==> src/rtl/debug_view_seq_if.sv <==
// Read-address bus toward the debug sources and the captured display word toward the 7-seg driver.
// The master side (sequencer) drives the address, source index and display fields; the slave side returns read data.
interface debug_view_seq_if #(
  parameter int N_SRC  = 4,
  parameter int DATA_W = 32,
  parameter int ADDR_W = 5
);
  localparam int SRC_W = (N_SRC > 1) ? $clog2(N_SRC) : 1;

  logic [ADDR_W-1:0]       rd_addr_o;
  logic [SRC_W-1:0]        rd_src_o;
  logic [N_SRC*DATA_W-1:0] rd_data_i;
  logic [DATA_W-1:0]       disp_data_o;
  logic [ADDR_W-1:0]       disp_addr_o;
  logic                    disp_valid_o;

  modport master (
    output rd_addr_o, rd_src_o, disp_data_o, disp_addr_o, disp_valid_o,
    input  rd_data_i
  );

  modport slave (
    input  rd_addr_o, rd_src_o, disp_data_o, disp_addr_o, disp_valid_o,
    output rd_data_i
  );
endinterface

==> src/rtl/debug_view_seq.sv <==
// Debug-view sequencer: scans a read address through one of N_SRC sources and captures each word for display.
// Capture 1 clk after a tick/step; no backpressure. DVS_STEP_EN adds run/single-step control via step_i.
module debug_view_seq #(
  parameter int DIV_FAST   = 25,
  parameter int DIV_SLOW   = 27,
  parameter int N_SRC      = 4,
  parameter int DATA_W     = 32,
  parameter int ADDR_W     = 5,
  parameter int SCAN_DEPTH = 32
) (
  input  logic             clk,
  input  logic             rstn,
  input  logic             rate_i,
  input  logic [N_SRC-1:0] src_sel_i,
  input  logic             run_i,
  input  logic             step_i,
  output logic             tick_o,
  debug_view_seq_if.master bus
);
  localparam int SRC_W = (N_SRC > 1) ? $clog2(N_SRC) : 1;

  logic [DIV_SLOW:0] presc;
  logic              sel_bit;
  logic              sel_q;
  logic [SRC_W-1:0]  dec_idx;
  logic              src_chg;
  logic              adv;
  logic              cap;

  // Tick is the rising edge of the chosen prescaler bit; a rate switch may cost one spurious tick.
  assign sel_bit = rate_i ? presc[DIV_SLOW] : presc[DIV_FAST];
  assign tick_o  = sel_bit & ~sel_q;

  always_ff @(posedge clk or negedge rstn) begin
    if (!rstn) begin
      presc <= '0;
      sel_q <= 1'b0;
    end else begin
      presc <= presc + 1'b1;
      sel_q <= sel_bit;
    end
  end

  // Zero or multi-hot selects fall back to source 0.
  always_comb begin
    dec_idx = '0;
    if ($countones(src_sel_i) == 1) begin
      for (int k = 0; k < N_SRC; k++) begin
        if (src_sel_i[k]) dec_idx = SRC_W'(k);
      end
    end
  end

  assign src_chg = (dec_idx != bus.rd_src_o);

`ifdef DVS_STEP_EN
  logic [2:0] step_sync;
  logic       step_p;

  assign step_p = step_sync[1] & ~step_sync[2];
  assign adv    = run_i ? tick_o : step_p;

  always_ff @(posedge clk or negedge rstn) begin
    if (!rstn) step_sync <= '0;
    else       step_sync <= {step_sync[1:0], step_i};
  end
`else
  logic unused_step_ctrl;
  assign unused_step_ctrl = step_i ^ run_i;
  assign adv = tick_o;
`endif

  // A source change takes priority over a coincident advance.
  assign cap = adv & ~src_chg;

  always_ff @(posedge clk or negedge rstn) begin
    if (!rstn) begin
      bus.rd_addr_o    <= '0;
      bus.rd_src_o     <= '0;
      bus.disp_data_o  <= '0;
      bus.disp_addr_o  <= '0;
      bus.disp_valid_o <= 1'b0;
    end else begin
      bus.disp_valid_o <= cap;
      if (src_chg) begin
        bus.rd_src_o  <= dec_idx;
        bus.rd_addr_o <= '0;
      end else if (cap) begin
        bus.disp_data_o <= bus.rd_data_i[bus.rd_src_o*DATA_W +: DATA_W];
        bus.disp_addr_o <= bus.rd_addr_o;
        if (bus.rd_addr_o == ADDR_W'(SCAN_DEPTH-1)) bus.rd_addr_o <= '0;
        else                                        bus.rd_addr_o <= bus.rd_addr_o + 1'b1;
      end
    end
  end
endmodule

==> src/flat_wrapper.sv <==
// flat-port wrapper written by rule: the top's interface ports become plain ports
module debug_view_seq_flat 
#(
  parameter int DIV_FAST   = 25,
  parameter int DIV_SLOW   = 27,
  parameter int N_SRC      = 4,
  parameter int DATA_W     = 32,
  parameter int ADDR_W     = 5,
  parameter int SCAN_DEPTH = 32
)
  (clk, rstn, rate_i, src_sel_i, run_i, step_i, tick_o, bus_rd_addr_o, bus_rd_src_o, bus_disp_data_o, bus_disp_addr_o, bus_disp_valid_o, bus_rd_data_i);
  debug_view_seq_if #(.N_SRC(N_SRC), .DATA_W(DATA_W), .ADDR_W(ADDR_W)) bus_i ();
  input  logic clk;
  input  logic rstn;
  input  logic rate_i;
  input  logic [N_SRC-1:0] src_sel_i;
  input  logic run_i;
  input  logic step_i;
  output logic tick_o;
  output wire logic [$bits(bus_i.rd_addr_o)-1:0] bus_rd_addr_o;
  output wire logic [$bits(bus_i.rd_src_o)-1:0] bus_rd_src_o;
  output wire logic [$bits(bus_i.disp_data_o)-1:0] bus_disp_data_o;
  output wire logic [$bits(bus_i.disp_addr_o)-1:0] bus_disp_addr_o;
  output wire logic [$bits(bus_i.disp_valid_o)-1:0] bus_disp_valid_o;
  input wire logic [$bits(bus_i.rd_data_i)-1:0] bus_rd_data_i;
  assign bus_rd_addr_o = bus_i.rd_addr_o;
  assign bus_rd_src_o = bus_i.rd_src_o;
  assign bus_disp_data_o = bus_i.disp_data_o;
  assign bus_disp_addr_o = bus_i.disp_addr_o;
  assign bus_disp_valid_o = bus_i.disp_valid_o;
  assign bus_i.rd_data_i = bus_rd_data_i;
  debug_view_seq #(.DIV_FAST(DIV_FAST), .DIV_SLOW(DIV_SLOW), .N_SRC(N_SRC), .DATA_W(DATA_W), .ADDR_W(ADDR_W), .SCAN_DEPTH(SCAN_DEPTH)) u_core (.clk(clk), .rstn(rstn), .rate_i(rate_i), .src_sel_i(src_sel_i), .run_i(run_i), .step_i(step_i), .tick_o(tick_o), .bus(bus_i));
endmodule
==> config.mk <==
export PLATFORM = sky130hd
export DESIGN_NAME = debug_view_seq_flat
export DESIGN_NICKNAME = d
export VERILOG_FILES = /design/src/rtl/debug_view_seq_if.sv /design/src/rtl/debug_view_seq.sv /design/src/flat_wrapper.sv
export SDC_FILE = /design/constraint.sdc
export NUM_CORES = 1
export LEC_CHECK = 0
export BUFFER_PORTS_ARGS = -buffer_cell sky130_fd_sc_hd__clkbuf_2
export CAP_MARGIN = 20
export CORE_MARGIN = 8
export CORE_UTILIZATION = 28
export CTS_CLUSTER_SIZE = 14
export DETAILED_ROUTE_END_ITERATION = 6
export GPL_ROUTABILITY_DRIVEN = 1
export GPL_TIMING_DRIVEN = 0
export SYNTH_ARGS = -nofsm -noshare
export SYNTH_HDL_FRONTEND = slang
export SYNTH_SLANG_ARGS = --single-unit
==> constraint.sdc <==
create_clock -name clk -period 2.88 [get_ports clk]
set_input_delay 0 -clock clk [delete_from_list [all_inputs] [get_ports clk]]
set_output_delay 0 -clock clk [all_outputs]
set_load 0.01 [all_outputs]
Word-level counts from Yosys, hierarchy flattened:

Index checks and enable logic that the tools add are counted.

* add/sub/neg operators: 5
* eq/ne operators: 3
* shifts and indexed selects: 1
* multiplexer cells: 8
* bitwise logic cells: 4
* reductions and logical operators: 2

Operator list (count)
* $shiftx 128x8->32: 1
* $add 32x32->32: 1
* $eq 32x2->1 const B: 1
* $add 28x1->28 const B: 1
* $mux 5: 3
* $mux 2: 3
* $add 5x1->5 const B: 1
* $eq 5x5->1 const B: 1
* $add 1x1->2: 2
* $and 1x1->1: 2
* $mux 1: 2
* $ne 2x2->1: 1
* $not 1->1: 2
* $reduce_and 2->1: 1
* $reduce_bool 2->1: 1

* bits in registers: 74
* bits of input ports: 137
* word-level logic and storage cells: 30

Longest topological paths before layout:

* depth after elaboration: 9
* depth in mapped cells: 11
* mapped depth without buffers: 9

Worst setup path before layout:

OpenSTA, ideal clock, no wires.

* path kind: input to register
* start point: input port src_sel_i[2]
* end point: register u_core.bus.disp_addr_o[0]
* library setup time: 0.125 ns
* arrival time: 2.238 ns
* required time: 2.755 ns
* path slack: 0.517 ns
* stages on the path: 10
* buffers on the path: 2
* path through: inv_1 ha_1 ha_1 fa_1 nor4b_4 xnor2_1 and3_4 buf_6 buf_12 mux2_4

* longest elaborated chain between the ends: 8
* elaborated cells between the ends (all ways): 10
* classes of those cells: add/sub: 2; eq/ne: 2; mux: 3; bitwise: 2; reduce/logical: 1

RTL lines
* from (decl): line flat_wrapper.sv:16 `input logic [N_SRC-1:0] src_sel_i;`
* $add 1x1->2 (not written as such): line debug_view_seq.sv:47 `if ($countones(src_sel_i) == 1) begin`
* $add 32x32->32 (not written as such): line debug_view_seq.sv:47
* $eq 32x2->1: line debug_view_seq.sv:47
* $mux 2 *: line debug_view_seq.sv:47
* $ne 2x2->1 *: line debug_view_seq.sv:54 `assign src_chg = (dec_idx != bus.rd_src_o);`
* $not 1->1 *: line debug_view_seq.sv:74 `assign cap = adv & ~src_chg;`
* $and 1x1->1: line debug_view_seq.sv:74
* $reduce_and 2->1 (no line) *
* to (signal assigned): line debug_view_seq.sv:90 `bus.disp_addr_o <= bus.rd_addr_o;`
* to (decl): line debug_view_seq_if.sv:18 `output rd_addr_o, rd_src_o, disp_data_o, disp_addr_o, disp_valid_o,`

Mark *: on every way between the ends. The rest lies on a longest branch, timed or not.
A chain may end at the register's enable or synchronous reset.

Final worst setup path:

* start point: input port src_sel_i[2]
* end point: register u_core.bus.disp_addr_o[3]

Same word-level chain as after synthesis.

==> metrics.yaml <==
areaGrowthSynthToFinish_pct: 36.98
viasPerCell: 4.570
fp.dieW_microns: 134.6
rrSetupSlack_ns: 0.83
p_per_area_nw_per_um2: 473.8
holdBufCountCts: 2
cts_root_buf: "clkbuf_16"
yosysSeqAreaShare_pct: 47.06
overflow: 0
finalSetupViolCount: 0
p_leak_nw: 2.707
route.detailed.drc: 0
cp.required_ns: 3.10
synth_edf_count: 0
firstDrtPassIters: 4
final_max_slew_viol_count: 0
timing.final.crit_period_ns: 2.288
whs_endpoint: "u_core.bus.rd_src_o[0]"
dp_hpwl_microns: 8391
start_util_pct: 28.46
syn-num-nets: 415
ys_ff_latch: 74
pin_count: 183
design_area_sq_um: 5390
cap_violations: 0
synth_cells: 270
cts_tree: "yes"
final_nets: 609
cts_buffers: 9
ys_warn_count: 0
synth_cell_types: 34
path_class: "in -> reg"
drtIter0Drc: 67
grt_pass1_vias: 3458
hold_violations: 0
startpoint_type: "primary input"
dp_slack_ns: 0.2232
crit_buf_inv: 4
hp-class: "in -> reg"
clock_sinks: 74
cp_max_fo: 10
synth_ff_type: "dfrtp_1"
fmax_mhz: 437.0
crit_arrival_ns: 2.51
synth_area_leaders: "dfrtp_1, mux4_2, mux2_4"
reg2reg_depth: 4
finalCritPeriodShare_pct: 79.45
regToRegEndpoint: "u_core.bus.disp_data_o[24]"
clk_pin_slew_worst_paths_ns: 0.06
die-area_sq_um: 18100
clock_latency_ns: 0.34
crit_top_cell: "ha_1"
place_congestion: 0.7519
hp-start: "src_sel_i[3]"
synthAdderAreaFrac_pct: 2.734
cpPeakStageDelay_ns: 0.49
placed_area_sq_um: 5084
avgSynthCellArea_sq_um: 14.57
track_usage_pct: 11.81
synth_top_area_share_pct: 47.06
routed_wl_microns: 10190
synthMuxAreaShare_pct: 30.97
synthesis.area_sq_um: 3935
rr_startpoint: "u_core.bus.rd_src_o[0]"
antenna_found_initial: 0
vias: 2966
end_kind: "register"
synth_compound_area_share_pct: 1.240
holdPathStages: 3
rsz0062_at_grt: "false"
portBuffers: 180
worst_path_max_delay_cell: "fa_1"
instances_no_fill: 649
fillers: 1324
worst_pin_slew_ns: 0.8237
synthSimpleGateAreaFrac_pct: 8.776
drive_above_1_share_pct: 59.49
synth-xor-area-share_pct: 6.232
num_rows: 43
outcome: "finished, final reports clean"
wire_per_inst_microns: 15.70
cts_buffer_depth: 2
grt.met2_usage_pct: 19.34
grt.busiest_layer: "met2"
ant_nets: 0
die_h_microns: 134.6
maxSlewHeadroom_pct: 44.63
core_area_sq_um: 13830
crit_chain: "clkbuf_2 -> inv_1 -> ha_1 -> ha_1 -> fa_1 -> nor4b_4 -> xnor2_1 -> and3_4 -> buf_6 -> buf_12 -> mux2_4"
timing.final.ws_setup_ns: 0.5917
grt_start_max_net_pins: 41
synth_top_family_by_area: "multiplexers"
use_met3_pct: 5.275
vdd_drop_max_mv: 0.3657
skew_ns: 0.006317
cts_setup_buffers: 0
placed_cells: 631
cts_resized: 0
ys_async_sr_fraction_pct: 100.0
antenna_cells: 0
yosys.area.top_type: "dfrtp_1"
htreeDepth: 3
cpLargestDelayFamily: "adder cells"
crit_start: "src_sel_i[2]"
met1_usage_pct: 13.12
grt_pass1_wl_microns: 16890
setup_tns_ns: 0
placed cells by master, fill, tap and decap left out, types with 3 or more instances in the layout:
cell / count
nand2_1: 17
clkinv_2: 4
xor2_1: 8
mux2_2: 18
clkbuf_2: 179
clkbuf_1: 6
and2_1: 3
dfrtp_1: 74
xnor2_1: 20
buf_2: 5
mux4_2: 32
a21oi_1: 5
and3_1: 5
buf_12: 3
clkbuf_16: 9
nand4_1: 6
inv_1: 5
mux2_4: 19
nand3_1: 11
nor2_1: 9
ha_1: 7
tightest hold or removal path, cell delays in order:
cell and delay (ns):
clkbuf_2 0.11, o211ai_1 0.14, inv_1 0.08
flip-flops by register name, summed over array words and instances, names as in the netlist:
name	flops
u_core.bus.disp_valid_o	1
u_core.bus.rd_addr_o	5
u_core.bus.disp_addr_o	5
u_core.sel_q	1
u_core.bus.rd_src_o	2
u_core.bus.disp_data_o	32
u_core.presc	28
power breakdown:
group / internal (mW) / switching [mW] / leakage (nW)
combinational: 0.242 / 0.182 / 1.55
clock: 0.664 / 0.420 / 0.142
sequential: 1.04 / 0.00183 / 1.02
worst max-delay path by stage:
stage / endpoint / slack, ns / cells past startpoint
6_report: u_core.bus.disp_addr_o[3] / 0.59 / 11
5_1_grt: u_core.bus.disp_data_o[0] / 0.48 / 12
4_1_cts: u_core.bus.disp_data_o[0] / 0.58 / 11
3_5_place_dp: u_core.bus.disp_addr_o[3] / 0.22 / 11
3_3_place_gp: u_core.bus.disp_addr_o[3] / 0.28 / 11
2_1_floorplan: u_core.bus.disp_addr_o[0] / 0.52 / 10
synth_stat cells (5+ instances only):
library cell / number
nand2_1: 17
dfrtp_1: 74
ha_1: 7
buf_2: 5
and3_1: 5
xnor2_1: 20
nand4_1: 6
mux2_4: 19
clkbuf_1: 5
nand3_1: 11
xor2_1: 8
mux2_2: 18
a21oi_1: 5
inv_1: 5
mux4_2: 32
nor2_1: 9
metal layers:
layer  up-vias  share of wire, %
li1       1382                 -
met4         0               1.9
met3        14               7.8
met1      1456                40
met5         -                 0
met2       114                50
area by class of cell:
cell class                 count  area, sq um  area share [%]
multi-input combinational    177         1966           36.47
tap                          180        225.2           4.178
inverter                       6        22.52          0.4178
clock inverter                 6        57.56           1.068
buffer                        13        95.09           1.764
sequential                    74         1852           34.35
timing repair buffer         183        943.4           17.50
clock buffer                  10        229.0           4.248
cells by family (layout without fill, tap and decap cells):
kind of cell | count (synthesis) | count (layout)
flops | 74 | 74
fa+ha+maj | 8 | 8
compound gates | 9 | 9
mux | 70 | 70
xor+xnor | 28 | 28
buf+inv | 19 | 218
simple gates | 62 | 62
stage by stage:
stage	util (%)	power (mW)	hold WS (ns)
3_5_place_dp	36.77	1.496	0.03240
4_1_cts	38.98	2.604	0.02168
6_report	38.98	2.554	0.02857
3_3_place_gp	36.60	1.482	0.2675
5_1_grt	38.98	2.688	0.03077
2_1_floorplan	-	1.324	-0.2956
Note: power is estimated with default switching activity, not from simulation.
